### src/rtl/block_map_pkg.sv
// Brick grid constants: cell codes, grid geometry, load FSM states and the hit-downgrade rule.
package block_map_pkg;

  localparam int GRID_ROWS  = 30;
  localparam int GRID_COLS  = 10;
  localparam int GRID_IDX_W = 5;

  // 000 empty, 0cc small brick, 1cc large brick
  localparam logic [2:0] BLK_EMPTY  = 3'b000;
  localparam logic [2:0] BLK_SMALL1 = 3'b001;
  localparam logic [2:0] BLK_SMALL2 = 3'b010;
  localparam logic [2:0] BLK_LARGE0 = 3'b100;
  localparam logic [2:0] BLK_LARGE1 = 3'b101;
  localparam logic [2:0] BLK_LARGE3 = 3'b111;

  typedef enum logic {ST_IDLE, ST_LOAD} state_t;

  // Large 100 would become 000 by the plain rule, so it degrades to the small 001 instead.
  function automatic logic [2:0] blk_after_hit(input logic [2:0] code);
    if (code == BLK_LARGE0) begin
      return BLK_SMALL1;
    end else if (code[2]) begin
      return {1'b0, code[1:0]};
    end else begin
      return BLK_EMPTY;
    end
  endfunction

endpackage

### src/rtl/block_level_rom.sv
// Level pattern generator: (level,row,col) -> block code, purely combinational.
// No state, no latency, no flow control.
module block_level_rom
  import block_map_pkg::*;
#(
  parameter int IDX_W = GRID_IDX_W
) (
  input  logic [1:0]       level,
  input  logic [IDX_W-1:0] row,
  input  logic [IDX_W-1:0] col,
  output logic [2:0]       code
);

  logic checker_even;

  always_comb begin
    code         = BLK_EMPTY;
    checker_even = ((row ^ col) & IDX_W'(1)) == '0;
    case (level)
      2'd0: begin
        if (row >= IDX_W'(2) && row <= IDX_W'(5)) begin
          code = BLK_LARGE1;
        end else if (row >= IDX_W'(6) && row <= IDX_W'(7)) begin
          code = BLK_SMALL2;
        end
      end
      2'd1: begin
        if (row >= IDX_W'(2) && row <= IDX_W'(9) && checker_even) begin
          code = BLK_LARGE3;
        end
      end
      2'd2: begin
        if (row == IDX_W'(4)) begin
          code = BLK_SMALL1;
        end
      end
      default: code = BLK_LARGE0;
    endcase
  end

endmodule

### src/rtl/block_map.sv
// Brick grid store: combinational renderer read, hit result one cycle after accept, 300-cycle level load.
// hit_ready is low while loading or while level_load is asserted; BLOCK_MAP_SCORE_EN adds the score output.
module block_map
  import block_map_pkg::*;
#(
  parameter int ROWS  = GRID_ROWS,
  parameter int COLS  = GRID_COLS,
  parameter int IDX_W = GRID_IDX_W
) (
  input  logic             clk,
  input  logic             rst_n,
  input  logic [IDX_W-1:0] sel_row,
  input  logic [IDX_W-1:0] sel_col,
  output logic [2:0]       block,
  input  logic             level_load,
  input  logic [1:0]       level_sel,
  output logic             busy,
  input  logic             hit_valid,
  input  logic [IDX_W-1:0] hit_row,
  input  logic [IDX_W-1:0] hit_col,
  output logic             hit_ready,
  output logic             hit_done,
  output logic [2:0]       hit_code,
  output logic [8:0]       remaining,
  output logic             cleared
`ifdef BLOCK_MAP_SCORE_EN
  ,
  output logic [15:0]      score
`endif
);

  localparam int               CELLS    = ROWS * COLS;
  localparam int               AW       = $clog2(CELLS);
  localparam logic [IDX_W-1:0] ROW_LIM  = IDX_W'(ROWS);
  localparam logic [IDX_W-1:0] COL_LIM  = IDX_W'(COLS);
  localparam logic [IDX_W-1:0] LAST_ROW = IDX_W'(ROWS - 1);
  localparam logic [IDX_W-1:0] LAST_COL = IDX_W'(COLS - 1);

  state_t           state_q, state_d;
  logic [2:0]       cells_q [CELLS];
  logic [2:0]       cells_d [CELLS];
  logic [IDX_W-1:0] ld_row_q, ld_row_d;
  logic [IDX_W-1:0] ld_col_q, ld_col_d;
  logic [1:0]       lvl_q, lvl_d;
  logic [8:0]       remaining_q, remaining_d;
  logic             hit_done_q, hit_done_d;
  logic [2:0]       hit_code_q, hit_code_d;
  logic             cleared_q, cleared_d;
  logic [2:0]       rom_code, hit_cur;
  logic [AW-1:0]    sel_idx, hit_idx, ld_idx;
  logic             sel_in, hit_in, ld_first;
`ifdef BLOCK_MAP_SCORE_EN
  logic [15:0]      score_q, score_d;
`endif

  block_level_rom #(.IDX_W(IDX_W)) u_rom (
    .level (lvl_q),
    .row   (ld_row_q),
    .col   (ld_col_q),
    .code  (rom_code)
  );

  assign sel_idx  = AW'(sel_row) * AW'(COLS) + AW'(sel_col);
  assign hit_idx  = AW'(hit_row) * AW'(COLS) + AW'(hit_col);
  assign ld_idx   = AW'(ld_row_q) * AW'(COLS) + AW'(ld_col_q);
  assign sel_in   = (sel_row < ROW_LIM) && (sel_col < COL_LIM);
  assign hit_in   = (hit_row < ROW_LIM) && (hit_col < COL_LIM);
  assign ld_first = (ld_row_q == '0) && (ld_col_q == '0);
  assign hit_cur  = cells_q[hit_idx];

  assign block     = sel_in ? cells_q[sel_idx] : BLK_EMPTY;
  assign busy      = (state_q == ST_LOAD);
  assign hit_ready = (state_q == ST_IDLE) && !level_load;
  assign hit_done  = hit_done_q;
  assign hit_code  = hit_code_q;
  assign remaining = remaining_q;
  assign cleared   = cleared_q;
`ifdef BLOCK_MAP_SCORE_EN
  assign score     = score_q;
`endif

  always_comb begin
    state_d     = state_q;
    cells_d     = cells_q;
    ld_row_d    = ld_row_q;
    ld_col_d    = ld_col_q;
    lvl_d       = lvl_q;
    remaining_d = remaining_q;
    hit_done_d  = 1'b0;
    hit_code_d  = hit_code_q;
    cleared_d   = 1'b0;
`ifdef BLOCK_MAP_SCORE_EN
    score_d     = score_q;
`endif
    if (level_load) begin
      // A new load (or a restart) takes this cycle to latch the level; writing begins next cycle.
      state_d  = ST_LOAD;
      ld_row_d = '0;
      ld_col_d = '0;
      lvl_d    = level_sel;
    end else if (state_q == ST_LOAD) begin
      cells_d[ld_idx] = rom_code;
      remaining_d     = (ld_first ? 9'd0 : remaining_q) + 9'(|rom_code);
`ifdef BLOCK_MAP_SCORE_EN
      if (ld_first) score_d = '0;
`endif
      if (ld_col_q == LAST_COL) begin
        ld_col_d = '0;
        if (ld_row_q == LAST_ROW) begin
          state_d = ST_IDLE;
        end else begin
          ld_row_d = ld_row_q + IDX_W'(1);
        end
      end else begin
        ld_col_d = ld_col_q + IDX_W'(1);
      end
    end else if (hit_valid) begin
      hit_done_d = 1'b1;
      hit_code_d = hit_in ? hit_cur : BLK_EMPTY;
      if (hit_in) begin
        cells_d[hit_idx] = blk_after_hit(hit_cur);
        if (hit_cur != BLK_EMPTY && !hit_cur[2]) begin
          remaining_d = remaining_q - 9'd1;
          cleared_d   = (remaining_q == 9'd1);
`ifdef BLOCK_MAP_SCORE_EN
          score_d     = (score_q == 16'hFFFF) ? score_q : score_q + 16'd1;
`endif
        end
`ifdef BLOCK_MAP_SCORE_EN
        else if (hit_cur[2]) begin
          score_d = (score_q > 16'hFFFD) ? 16'hFFFF : score_q + 16'd2;
        end
`endif
      end
    end
  end

  always_ff @(posedge clk or negedge rst_n) begin
    if (!rst_n) begin
      state_q     <= ST_IDLE;
      for (int i = 0; i < CELLS; i++) cells_q[i] <= BLK_EMPTY;
      ld_row_q    <= '0;
      ld_col_q    <= '0;
      lvl_q       <= '0;
      remaining_q <= '0;
      hit_done_q  <= 1'b0;
      hit_code_q  <= BLK_EMPTY;
      cleared_q   <= 1'b0;
`ifdef BLOCK_MAP_SCORE_EN
      score_q     <= '0;
`endif
    end else begin
      state_q     <= state_d;
      cells_q     <= cells_d;
      ld_row_q    <= ld_row_d;
      ld_col_q    <= ld_col_d;
      lvl_q       <= lvl_d;
      remaining_q <= remaining_d;
      hit_done_q  <= hit_done_d;
      hit_code_q  <= hit_code_d;
      cleared_q   <= cleared_d;
`ifdef BLOCK_MAP_SCORE_EN
      score_q     <= score_d;
`endif
    end
  end

endmodule

### config.mk
export PLATFORM = sky130hd
export DESIGN_NAME = block_map
export DESIGN_NICKNAME = d
export VERILOG_FILES = /design/src/rtl/block_map_pkg.sv /design/src/rtl/block_level_rom.sv /design/src/rtl/block_map.sv
export SDC_FILE = /design/constraint.sdc
export NUM_CORES = 2
export LEC_CHECK = 0
export ABC_AREA = 1
export CAP_MARGIN = 20
export CORE_UTILIZATION = 36
export CTS_CLUSTER_DIAMETER = 60
export DETAILED_ROUTE_END_ITERATION = 6
export MAX_ROUTING_LAYER = met4
export PLACE_DENSITY = 0.52
export SLEW_MARGIN = 20
export SYNTH_ARGS = -nofsm -noshare
export SYNTH_HDL_FRONTEND = slang
export SYNTH_SLANG_ARGS = --single-unit
export TNS_END_PERCENT = 100
### constraint.sdc
create_clock -name clk -period 3.43 [get_ports clk]
set_input_delay 0.5145 -clock clk [delete_from_list [all_inputs] [get_ports clk]]
set_output_delay 0.5145 -clock clk [all_outputs]
set_load 0.1 [all_outputs]
==> results by group <==
Routing
  • Routed len/inst: around 28 µm
  • Iter 0 DRT Violations: 10700
  • Vias/cell: ~6.0
  • Post-route ant nets: 0
  • TritonRoute pass-1 iters: 7
  • Total wire length: 394000 µm
  • DR vias: a little over 80000
  • DRC: 3

Critical path
  • CP max FO: 6
  • Crit end category: output port
  • Setup Crit Path Kind: input pin to output port
  • RR Startpoint: ld_row_q[1]$_DFFE_PN0P_
  • CP arrival: 3.69 ns
  • R2R setup slack: -0.11 ns
  • End of the worst register-to-register path: cells_q[73]$_DFFE_PN0P_
  • Reg2Reg Depth: 18
  • Startpoint types: input pin
  • WP data required: 2.92 ns

STA
  • Fin. Hold Viols: 0
  • Setup Viol. Count Final: approximately 330
  • Slew headroom: about a third
  • Fin worst setup slack: -0.775 ns
  • Hold_ws: 0.275 ns
  • RSZ-0062 raised after global routing: yes
  • FMAX: about 240 MHz
  • Worst clock skew: between 0.03 and 0.04 ns
  • Max Slew Vio Count: 0
  • Minimum clock period after layout: ~4.2 ns
  • Least-Margin Pin Slew: around 0.97 ns
  • Final cycle utilization of the critical path: 123%

Floorplanning
  • Core outline area: about 180000 µm²
  • Row cnt: 154
  • Die width: 424 µm
  • IO Pins: 45
  • Initial Util: 36.3%
  • DIE HEIGHT: between 400 and 500 µm
  • Die ar.: between 150000 and 200000 µm²

Synth
  • Asr flop ratio synth: 100%
  • Sequential-to-total area share from yosys stat: 36.2%
  • Syn Inst Count: 9898
  • Yosys reg bits: 927
  • Synth cell count leaders: nor2_1, nand2_1, a21oi_1
  • Area contributors post-synth: dfrtp_1, a21oi_1, nor2_1
  • Area of the mapped netlist: around 64000 µm²
  • Unique masters post-synth: 51
  • Synth top area share: between 30 and 40%
  • Most used flip-flop cell after synthesis: dfrtp_1
  • Mean post-synth cell area: 6.47 µm²
  • Area leader, netlist: dfrtp_1
  • Most frequent cell after synthesis: nor2_1
  • Number of flops mapped to enable cells by yosys: 0
  • Synthesis warning total: 0
  • Syn Nets: ~10000

Cells and area
  • Ratio of cells with drive above 1 in the final layout: between 20% and 30%
  • Nets: around 11000
  • Post-layout util: approximately 54%
  • Fill count: 16900
  • Area Growth Syn to Fin: 47.6%

Run status
  • Run status: finished, violations left
  • Failing checks: design-rule violations, negative setup slack

Clocking
  • Clock latency at the later pin of the worst-skew pair: ~0.83 ns
  • H-tree Lvls: 4
  • CTS tree: done
  • CTS sink count: between 900 and 1000
  • Max clock buf depth: 3
  • Clock root cell: clkbuf_16
  • CTS buffer count: roughly 140
  • Clock-pin slew on the worst setup and hold paths: around 0.05 ns

Placed design
  • DP Wirelength: 259000 µm
  • Count of input and output buffers: 44
  • GPL Wtd Cong: ~1.1

Min path
  • Endpoint, Worst Hold: lvl_q[0]$_DFFE_PN0P_
  • Critical hold path startpoint: level_sel[0]
  • Worst hold path class: input pin to flop
  • Hold path cells: 3

Global routing
  • Vias in the first global route: about 77000
  • First-pass GRT wire length: around 550000 µm
  • Grt ovf: 0
  • All-Layer GR Usage: 43.1%
  • Pin count of the biggest net entering global routing: between 90 and 100
  • Initial antenna violation count: 24

Pwr
  • Peak supply drop: ~370 µV
  • Pwr dens: ~610 nW/µm²
  • Leak pwr: 45.1 nW

Run
  • Max_cap viols: 0
[worst max-delay path, cell delays in order]
cell and delay, ns:
buf_8 0.10, ha_4 0.16, fa_4 0.80, buf_12 0.18, buf_16 0.20, buf_16 0.18
buf_12 0.12, nand3_2 0.07, o211ai_1 0.15, nand3_2 0.18, nand3_4 0.14, o21ai_4 0.11
nand2_2 0.10, nand3_4 0.09, a21oi_4 0.35, buf_12 0.22
[registers in the layout, indices dropped and copies added, names as in the netlist]
name,cells
busy,1
cells_q,900
cleared,1
hit_code,3
hit_done,1
ld_col_q,5
ld_row_q,5
lvl_q,2
remaining,9
[cells in the final DEF, fill, tap and decap left out, types with 70 or more instances in the layout]
cell type	n
nand2_2	74
inv_2	70
nor2_4	73
buf_16	72
clkbuf_16	183
o22ai_1	217
o21ai_0	574
nor2_1	1835
o21ai_1	130
a21oi_1	1373
buf_12	310
a21oi_2	191
buf_4	1452
nand3_1	635
nand3_2	76
nor2_2	95
o32ai_1	106
o31ai_1	117
nand2_1	1585
inv_1	718
dfrtp_1	925
[per-layer routing]
| layer | vias up | part of all wire [%] | wire length [µm] | track usage [%] |
|---|---|---|---|---|
| met3 | 1305 | 12 | 46000 | 10.9 |
| met1 | 39800 | 39 | 153000 | 54.0 |
| met5 | - | 0 | 0 | - |
| met2 | 5218 | 42 | 165000 | 60.8 |
| met4 | 0 | 7.7 | 30100 | 28.7 |
| li1 | 36200 | - | - | - |
[layout make-up]
| cell class | instances | area, µm² | share of cell area (%) |
|---|---|---|---|
| antenna | 24 | 60.1 | 0.0636 |
| multi-input combinational | 7480 | 38700 | 41.0 |
| tap | 2340 | 2930 | 3.10 |
| clock buffer | 188 | 4090 | 4.33 |
| inverter | 813 | 3170 | 3.36 |
| sequential | 927 | 23200 | 24.6 |
| timing repair buffer | 1984 | 21400 | 22.7 |
| clock inverter | 74 | 881 | 0.933 |
[kinds of logic after synthesis]
family	after synthesis	share of synthesized area, %
compound gates	2908	24.8
flops	927	36.2
fa+ha+maj	48	1.01
simple gates	4497	28.2
xor+xnor	25	0.377
buf+inv	1493	9.42
[what timing repair did]
action / 4_1_cts / 5_1_grt
pin swaps: 113 / 176
hold buffers: 1 / 0
buffers inserted: 97 / 64
cloned: 60 / 34
setup endpoints to repair: 850 / 845
hold endpoints to repair: 45 / 0
resized for setup: 510 / 752
[metrics by stage]
stage          power [mW]  instance area [µm²]  instances  worst slack (ns)  setup TNS (ns)
2_1_floorplan        21.1                64200       9898           -0.0765           -4.86
3_3_place_gp         32.7                81200      13300             -1.76        -1270.49
3_5_place_dp         32.7                81200      13300             -1.78        -1251.04
4_1_cts              54.3                90600      13700            -0.729           -3.05
5_1_grt              58.3                94400      13800            -0.760          -40.03
6_report             57.6                94500      13800            -0.775          -17.44
[how the worst max path moves through the flow]
stage                    start                  endpoint
floorplan           hit_row[1]  cells_q[738]$_DFFE_PN0P_
detailed placement  hit_row[0]  cells_q[498]$_DFFE_PN0P_
global placement    hit_row[0]  cells_q[492]$_DFFE_PN0P_
CTS                 sel_col[1]                  block[1]
finish              sel_col[1]                  block[0]
global route        sel_col[1]                  block[0]
[power breakdown]
| part | internal, mW | total (mW) | switching, mW | leakage (nW) |
|---|---|---|---|---|
| Combinational | 11.0 | 29.0 | 18.1 | 31.0 |
| Sequential | 11.9 | 12.8 | 0.869 | 11.6 |
| Clock | 9.57 | 15.8 | 6.20 | 2.40 |
| Total | 32.4 | 57.6 | 25.2 | 45.1 |
No activity file was read; power rests on OpenSTA's default activity.
